--- src/rtl/serial_frame_rx.sv ---
// serial_frame_rx
//   Receiver for the single-wire serial link driven by the frame transmitter.
//   The line idles high. A frame is a start bit (0), DATA_W data bits sent
//   LSB first, an optional even-parity bit, then a stop bit (1). Each bit is
//   sampled at its midpoint. Received words are presented on a valid/ready
//   port, and framing errors and overruns are reported as 1-cycle pulses.
//
//   Optional feature macro: SERIAL_FRAME_RX_PARITY_EN
//     defined   : an even-parity bit follows the data; a mismatch is reported
//                 as frame_err when the stop bit is sampled
//     undefined : the stop bit follows the last data bit directly
//
//   Ports
//     clk        in   1       clock; all logic on posedge
//     rstn       in   1       synchronous active-low reset
//     rxd        in   1       serial line, asynchronous to clk, idles 1
//     out_data   out  DATA_W  received word, stable while out_valid=1
//     out_valid  out  1       word available, held until accepted
//     out_ready  in   1       consumer accepts on out_valid & out_ready
//     frame_err  out  1       pulse: bad stop bit or parity, frame dropped
//     overrun    out  1       pulse: good frame arrived while word still held
//     busy       out  1       receiver not in IDLE (0 during reset)
//
//   state     | meaning
//   WAIT_HIGH | wait for the line to be high before accepting a start bit
//   IDLE      | line high, waiting for a falling edge
//   START     | timing to the middle of the start bit
//   DATA      | sampling data bits at mid-bit
//   PARITY    | sampling the parity bit (parity build only)
//   STOP      | sampling the stop bit

module serial_frame_rx #(
  parameter int DATA_W       = 8,
  parameter int CLKS_PER_BIT = 16
) (
  input  logic              clk,
  input  logic              rstn,
  input  logic              rxd,
  output logic [DATA_W-1:0] out_data,
  output logic              out_valid,
  input  logic              out_ready,
  output logic              frame_err,
  output logic              overrun,
  output logic              busy
);

  localparam int CW = $clog2(CLKS_PER_BIT);
  localparam int BW = $clog2(DATA_W + 1);
  localparam logic [CW-1:0] HALF_LAST = CW'(CLKS_PER_BIT / 2 - 1);
  localparam logic [CW-1:0] BIT_LAST  = CW'(CLKS_PER_BIT - 1);
  localparam logic [BW-1:0] DATA_LAST = BW'(DATA_W - 1);

  typedef enum logic [2:0] {
    S_WAIT_HIGH,
    S_IDLE,
    S_START,
    S_DATA,
`ifdef SERIAL_FRAME_RX_PARITY_EN
    S_PARITY,
`endif
    S_STOP
  } state_e;

  state_e              state_q, state_d;
  logic                meta_q, rxs_q;
  logic [1:0]          flush_q;
  logic [CW-1:0]       clk_cnt_q, clk_cnt_d;
  logic [BW-1:0]       bit_cnt_q, bit_cnt_d;
  logic [DATA_W-1:0]   shift_q, shift_d;
  logic                par_err_q, par_err_d;
  logic [DATA_W-1:0]   out_data_q;
  logic                out_valid_q, frame_err_q, overrun_q;
  logic                stop_sample, good_frame;

  always_comb begin
    state_d     = state_q;
    clk_cnt_d   = clk_cnt_q + CW'(1);
    bit_cnt_d   = bit_cnt_q;
    shift_d     = shift_q;
    par_err_d   = par_err_q;
    stop_sample = 1'b0;
    unique case (state_q)
      S_WAIT_HIGH: begin
        clk_cnt_d = '0;
        // The sync flops reset high whatever the line does; only trust rxs
        // once real line samples have flushed through both of them.
        if (rxs_q && flush_q[1]) state_d = S_IDLE;
      end
      S_IDLE: begin
        clk_cnt_d = '0;
        bit_cnt_d = '0;
        par_err_d = 1'b0;
        if (!rxs_q) state_d = S_START;
      end
      S_START: begin
        if (clk_cnt_q == HALF_LAST) begin
          clk_cnt_d = '0;
          state_d   = rxs_q ? S_IDLE : S_DATA;
        end
      end
      S_DATA: begin
        if (clk_cnt_q == BIT_LAST) begin
          clk_cnt_d = '0;
          shift_d   = (shift_q >> 1) | (DATA_W'(rxs_q) << (DATA_W - 1));
          if (bit_cnt_q == DATA_LAST) begin
            bit_cnt_d = '0;
`ifdef SERIAL_FRAME_RX_PARITY_EN
            state_d   = S_PARITY;
`else
            state_d   = S_STOP;
`endif
          end else begin
            bit_cnt_d = bit_cnt_q + BW'(1);
          end
        end
      end
`ifdef SERIAL_FRAME_RX_PARITY_EN
      S_PARITY: begin
        if (clk_cnt_q == BIT_LAST) begin
          clk_cnt_d = '0;
          par_err_d = rxs_q ^ (^shift_q);
          state_d   = S_STOP;
        end
      end
`endif
      S_STOP: begin
        if (clk_cnt_q == BIT_LAST) begin
          clk_cnt_d   = '0;
          stop_sample = 1'b1;
          // A bad frame leaves the line possibly still low; resync first.
          state_d     = (rxs_q && !par_err_q) ? S_IDLE : S_WAIT_HIGH;
        end
      end
      default: state_d = S_WAIT_HIGH;
    endcase
    good_frame = stop_sample & rxs_q & ~par_err_q;
  end

  always_ff @(posedge clk) begin
    if (!rstn) begin
      meta_q      <= 1'b1;
      rxs_q       <= 1'b1;
      flush_q     <= '0;
      state_q     <= S_WAIT_HIGH;
      clk_cnt_q   <= '0;
      bit_cnt_q   <= '0;
      shift_q     <= '0;
      par_err_q   <= 1'b0;
      out_data_q  <= '0;
      out_valid_q <= 1'b0;
      frame_err_q <= 1'b0;
      overrun_q   <= 1'b0;
    end else begin
      meta_q      <= rxd;
      rxs_q       <= meta_q;
      flush_q     <= {flush_q[0], 1'b1};
      state_q     <= state_d;
      clk_cnt_q   <= clk_cnt_d;
      bit_cnt_q   <= bit_cnt_d;
      shift_q     <= shift_d;
      par_err_q   <= par_err_d;
      frame_err_q <= stop_sample & ~good_frame;
      overrun_q   <= good_frame & out_valid_q & ~out_ready;
      // A word accepted in the same cycle frees the holding register.
      if (good_frame && (!out_valid_q || out_ready)) begin
        out_data_q  <= shift_q;
        out_valid_q <= 1'b1;
      end else if (out_valid_q && out_ready) begin
        out_valid_q <= 1'b0;
      end
    end
  end

  assign out_data  = out_data_q;
  assign out_valid = out_valid_q;
  assign frame_err = frame_err_q;
  assign overrun   = overrun_q;
  assign busy      = rstn & (state_q != S_IDLE);

endmodule

--- config.mk ---
export PLATFORM = sky130hd
export DESIGN_NAME = serial_frame_rx
export DESIGN_NICKNAME = d
export VERILOG_FILES = /design/src/rtl/serial_frame_rx.sv
export SDC_FILE = /design/constraint.sdc
export NUM_CORES = 1
export LEC_CHECK = 0
export CAP_MARGIN = 25
export CORE_ASPECT_RATIO = 2
export CORE_MARGIN = 2
export CORE_UTILIZATION = 54
export CTS_CLUSTER_SIZE = 14
export DETAILED_ROUTE_END_ITERATION = 8
export GPL_TIMING_DRIVEN = 0
export PLACE_DENSITY = 0.74
export SYNTH_ARGS = -nofsm -noshare
export SYNTH_HDL_FRONTEND = slang
export SYNTH_SLANG_ARGS = --single-unit
export TNS_END_PERCENT = 5
--- constraint.sdc ---
create_clock -name clk -period 2 [get_ports clk]
set_input_delay 0.6 -clock clk [delete_from_list [all_inputs] [get_ports clk]]
set_output_delay 0.6 -clock clk [all_outputs]
set_load 0.05 [all_outputs]
==> flow_summary_export.csv, run 1 <==
group,metric,value,unit
status,run_status,"complete, no violations",
layout,nFillCells,207,
setup_path,setup.worst_path.end_class,"primary output",
layout,final_layout_size_suffix_gt1_frac,0.151,
synthesis,synth.top_cell.area_share,0.484,
synthesis,synth-main-ff-cell,"dfxtp_1",
placement,dp_cells,186,
timing,hold_slack,0.411,ns
routing,drt_wl_total,2810,um
global_route,antenna_found_initial,0,
routing,wl_met3,76,um
clock_network,cts_hold_buf,0,
synthesis,ys_seq_elements,34,
routing,routedWlPerCell,14.5,um
clock_network,clk_pin_slew,0.07,ns
floorplan,core_region_area,0.00250,mm2
synthesis,ys_seq_area_frac,0.484,
floorplan,rows,26,
worst_hold_path,min_from,"meta_q",
worst_hold_path,holdPathEnd,"rxs_q",
power_and_ir_drop,leakage,0.000747,uW
synthesis,synth-edff-count,0,
synthesis,syn_inst,143,
setup_path,rr_endpoint,"bit_cnt_q[0]",
timing,rsz0062_at_grt,"no",
floorplan,dieWidth,40.1,um
setup_path,crit_arrival,1.32,ns
synthesis,syn-num-nets,149,
routing,met1Wirelength,1080,um
routing,drt_iter0_markers,11,
floorplan,initial_core_util,0.561,
floorplan,die_h,76.1,um
layout,layout_commonest_cell,"dfxtp_1",
clock_network,post_cts_buffers,0,
power_and_ir_drop,p_per_area,815,mW/mm2
setup_path,path_max_fanout,10,
synthesis,synth.area.top_cells,"dfxtp_1, mux2i_1, nor2_1",
routing,met2WireLength,1580,um
layout,antenna_cells,0,
routing,vias_per_cell,5.60,
synthesis,yosys.area.top_type,"dfxtp_1",
synthesis,avgSynthCellArea,9.83,um2
floorplan,io_pins,16,
setup_path,cp-start-kind,"primary input",
synthesis,yosysWarnings,0,
timing,post-route-min-period,1.92,ns
routing,final_antenna_net_count,0,
placement,place_congestion,0.766,
layout,area_delta_synth_final,21.9,%
setup_path,r2r_cells,5,
clock_network,tritoncts,"built",
routing,dr.pass1.iters,3,
routing,vias,1086,
synthesis,synth_cell_types,43,
placement,numPortBuffers,15,
timing,slew_headroom,0.663,
clock_network,cts_buffer_depth,2,
routing,highest_layer,"met4",
power_and_ir_drop,ir_drop,758,uV
setup_path,r2r_slack,0.24,ns
clock_network,clk_latency,0.28,ns
timing,setup_viol,0,
timing,tightestPinTransition,0.504,ns
timing,fin_crit_sh,0.962,
setup_path,cp.required,1.40,ns
worst_hold_path,min_path_type,"flop to flop",
synthesis,async_flop_share,0,
timing,drv_slew,0,
global_route,gr-total-overflow,0,
layout,final_cell_mix,"dfxtp_1, nor2_1, mux2i_1",
global_route,grt_pass1_wl,4710,um
floorplan,die-area,0.00305,mm2
clock_network,cts.htree.levels,2,
layout,nets,171,
global_route,grt_max_degree,12,
timing,hold_viol,0,
timing,max_freq,0.520,GHz
global_route,grt_pass1_vias,1078,
worst_hold_path,worstHoldPathCells,1,
setup_path,r2r-start,"clk_cnt_q[0]",
routing,drc,0,
clock_network,cts_inserted_buffers,5,
clock_network,cts_root_buf,"clkbuf_8",
timing,clock_skew,0.00795,ns
global_route,grt_usage,0.219,
synthesis,syn_area,0.00141,mm2
job,max-cap-violations,0,
setup_path,critPathKind,"primary input to primary output",
placement,post-dp-hpwl,2090,um
clock_network,cts.sinks,34,
layout,finalNonFillerCells,194,
==> flip-flops by register name (all words and copies together) (netlist names), 2 cells and up <==
signal and cells:
bit_cnt_q 4, out_data 8, clk_cnt_q 4, shift_q 8, flush_q 2, state_q 3
==> critical path, cell delays in order <==
cell and delay, ns:
buf_4 0.15, clkinv_4 0.10, buf_4 0.19, a21oi_4 0.12
buf_6 0.17
==> cells in the mapped netlist, types with 2 or more instances <==
cell type	count
a21oi_1	8
buf_2	4
nand2b_1	4
mux2i_1	16
xnor2_1	2
nand3b_1	3
nor2_1	18
a21boi_0	2
nor3_1	5
dfxtp_1	34
ha_1	2
o21ai_0	2
and2_1	3
nand2_1	6
nor2b_1	2
nand3_1	5
==> worst max path at each step <==
stage,startpoint,to,slack (ns),cells past startpoint
6_report,rstn,busy,0.08,5
5_1_grt,rstn,busy,0.02,5
4_1_cts,overrun,overrun,0.003,1
3_5_place_dp,rstn,busy,-1.37,5
3_3_place_gp,rstn,busy,-1.35,5
2_1_floorplan,rstn,busy,0.12,3
==> area by class of cell <==
cell class,count,area (um2),share of cell area
tap,28,35.0,0.0205
timing repair buffer,15,143,0.0833
sequential,34,681,0.397
clock buffer,5,68.8,0.0402
buffer,6,33.8,0.0197
clock inverter,3,40.0,0.0234
multi-input combinational,100,696,0.406
inverter,3,16.3,0.00950
==> kinds of logic after synthesis <==
family | Yosys count | synth area share
flops | 34 | 0.484
mux | 16 | 0.114
simple gates | 57 | 0.230
xor+xnor | 3 | 0.0187
compound gates | 22 | 0.105
fa+ha+maj | 2 | 0.0178
buf+inv | 9 | 0.0303
==> metal layers <==
metal | vias up | global-route usage
li1 | 547 | -
met1 | 514 | 0.229
met2 | 18 | 0.363
met3 | 7 | 0.0729
met4 | 0 | 0.0966
met5 | - | 0
==> what timing repair did <==
| item | CTS | global route |
|---|---|---|
| endpoints found under the hold margin | 0 | 0 |
| endpoints found under the setup margin | 10 | 3 |
| resized for setup | 23 | 6 |
| pin swaps | 0 | 0 |
==> where the power goes <==
part / total (uW) / internal (uW) / switching (uW)
sequential: 694 / 686 / 7.96
clock: 607 / 366 / 241
combinational: 95.5 / 35.5 / 60.0
total: 1400 / 1090 / 309
==> metrics by stage <==
stage	setup slack [ns]	TNS (ns)	power (uW)	utilization	cell area [um2]
after floorplan	0.119	0	773	-	1420
after global placement	-1.35	-2.11	798	0.639	1600
after detailed placement	-1.37	-2.70	801	0.639	1600
after CTS	0.00335	0	1410	0.678	1700
after global routing	0.0188	0	1450	0.684	1710
final	0.0761	0	1400	0.684	1710
Note: power is estimated with default switching activity, not from simulation.
==> run 2: changes to the inputs <==
Settings changed: CTS_CLUSTER_SIZE 14 to unset.
==> results of run 2 <==
The final DEF is identical to that of run 1; final timing and power are the same.
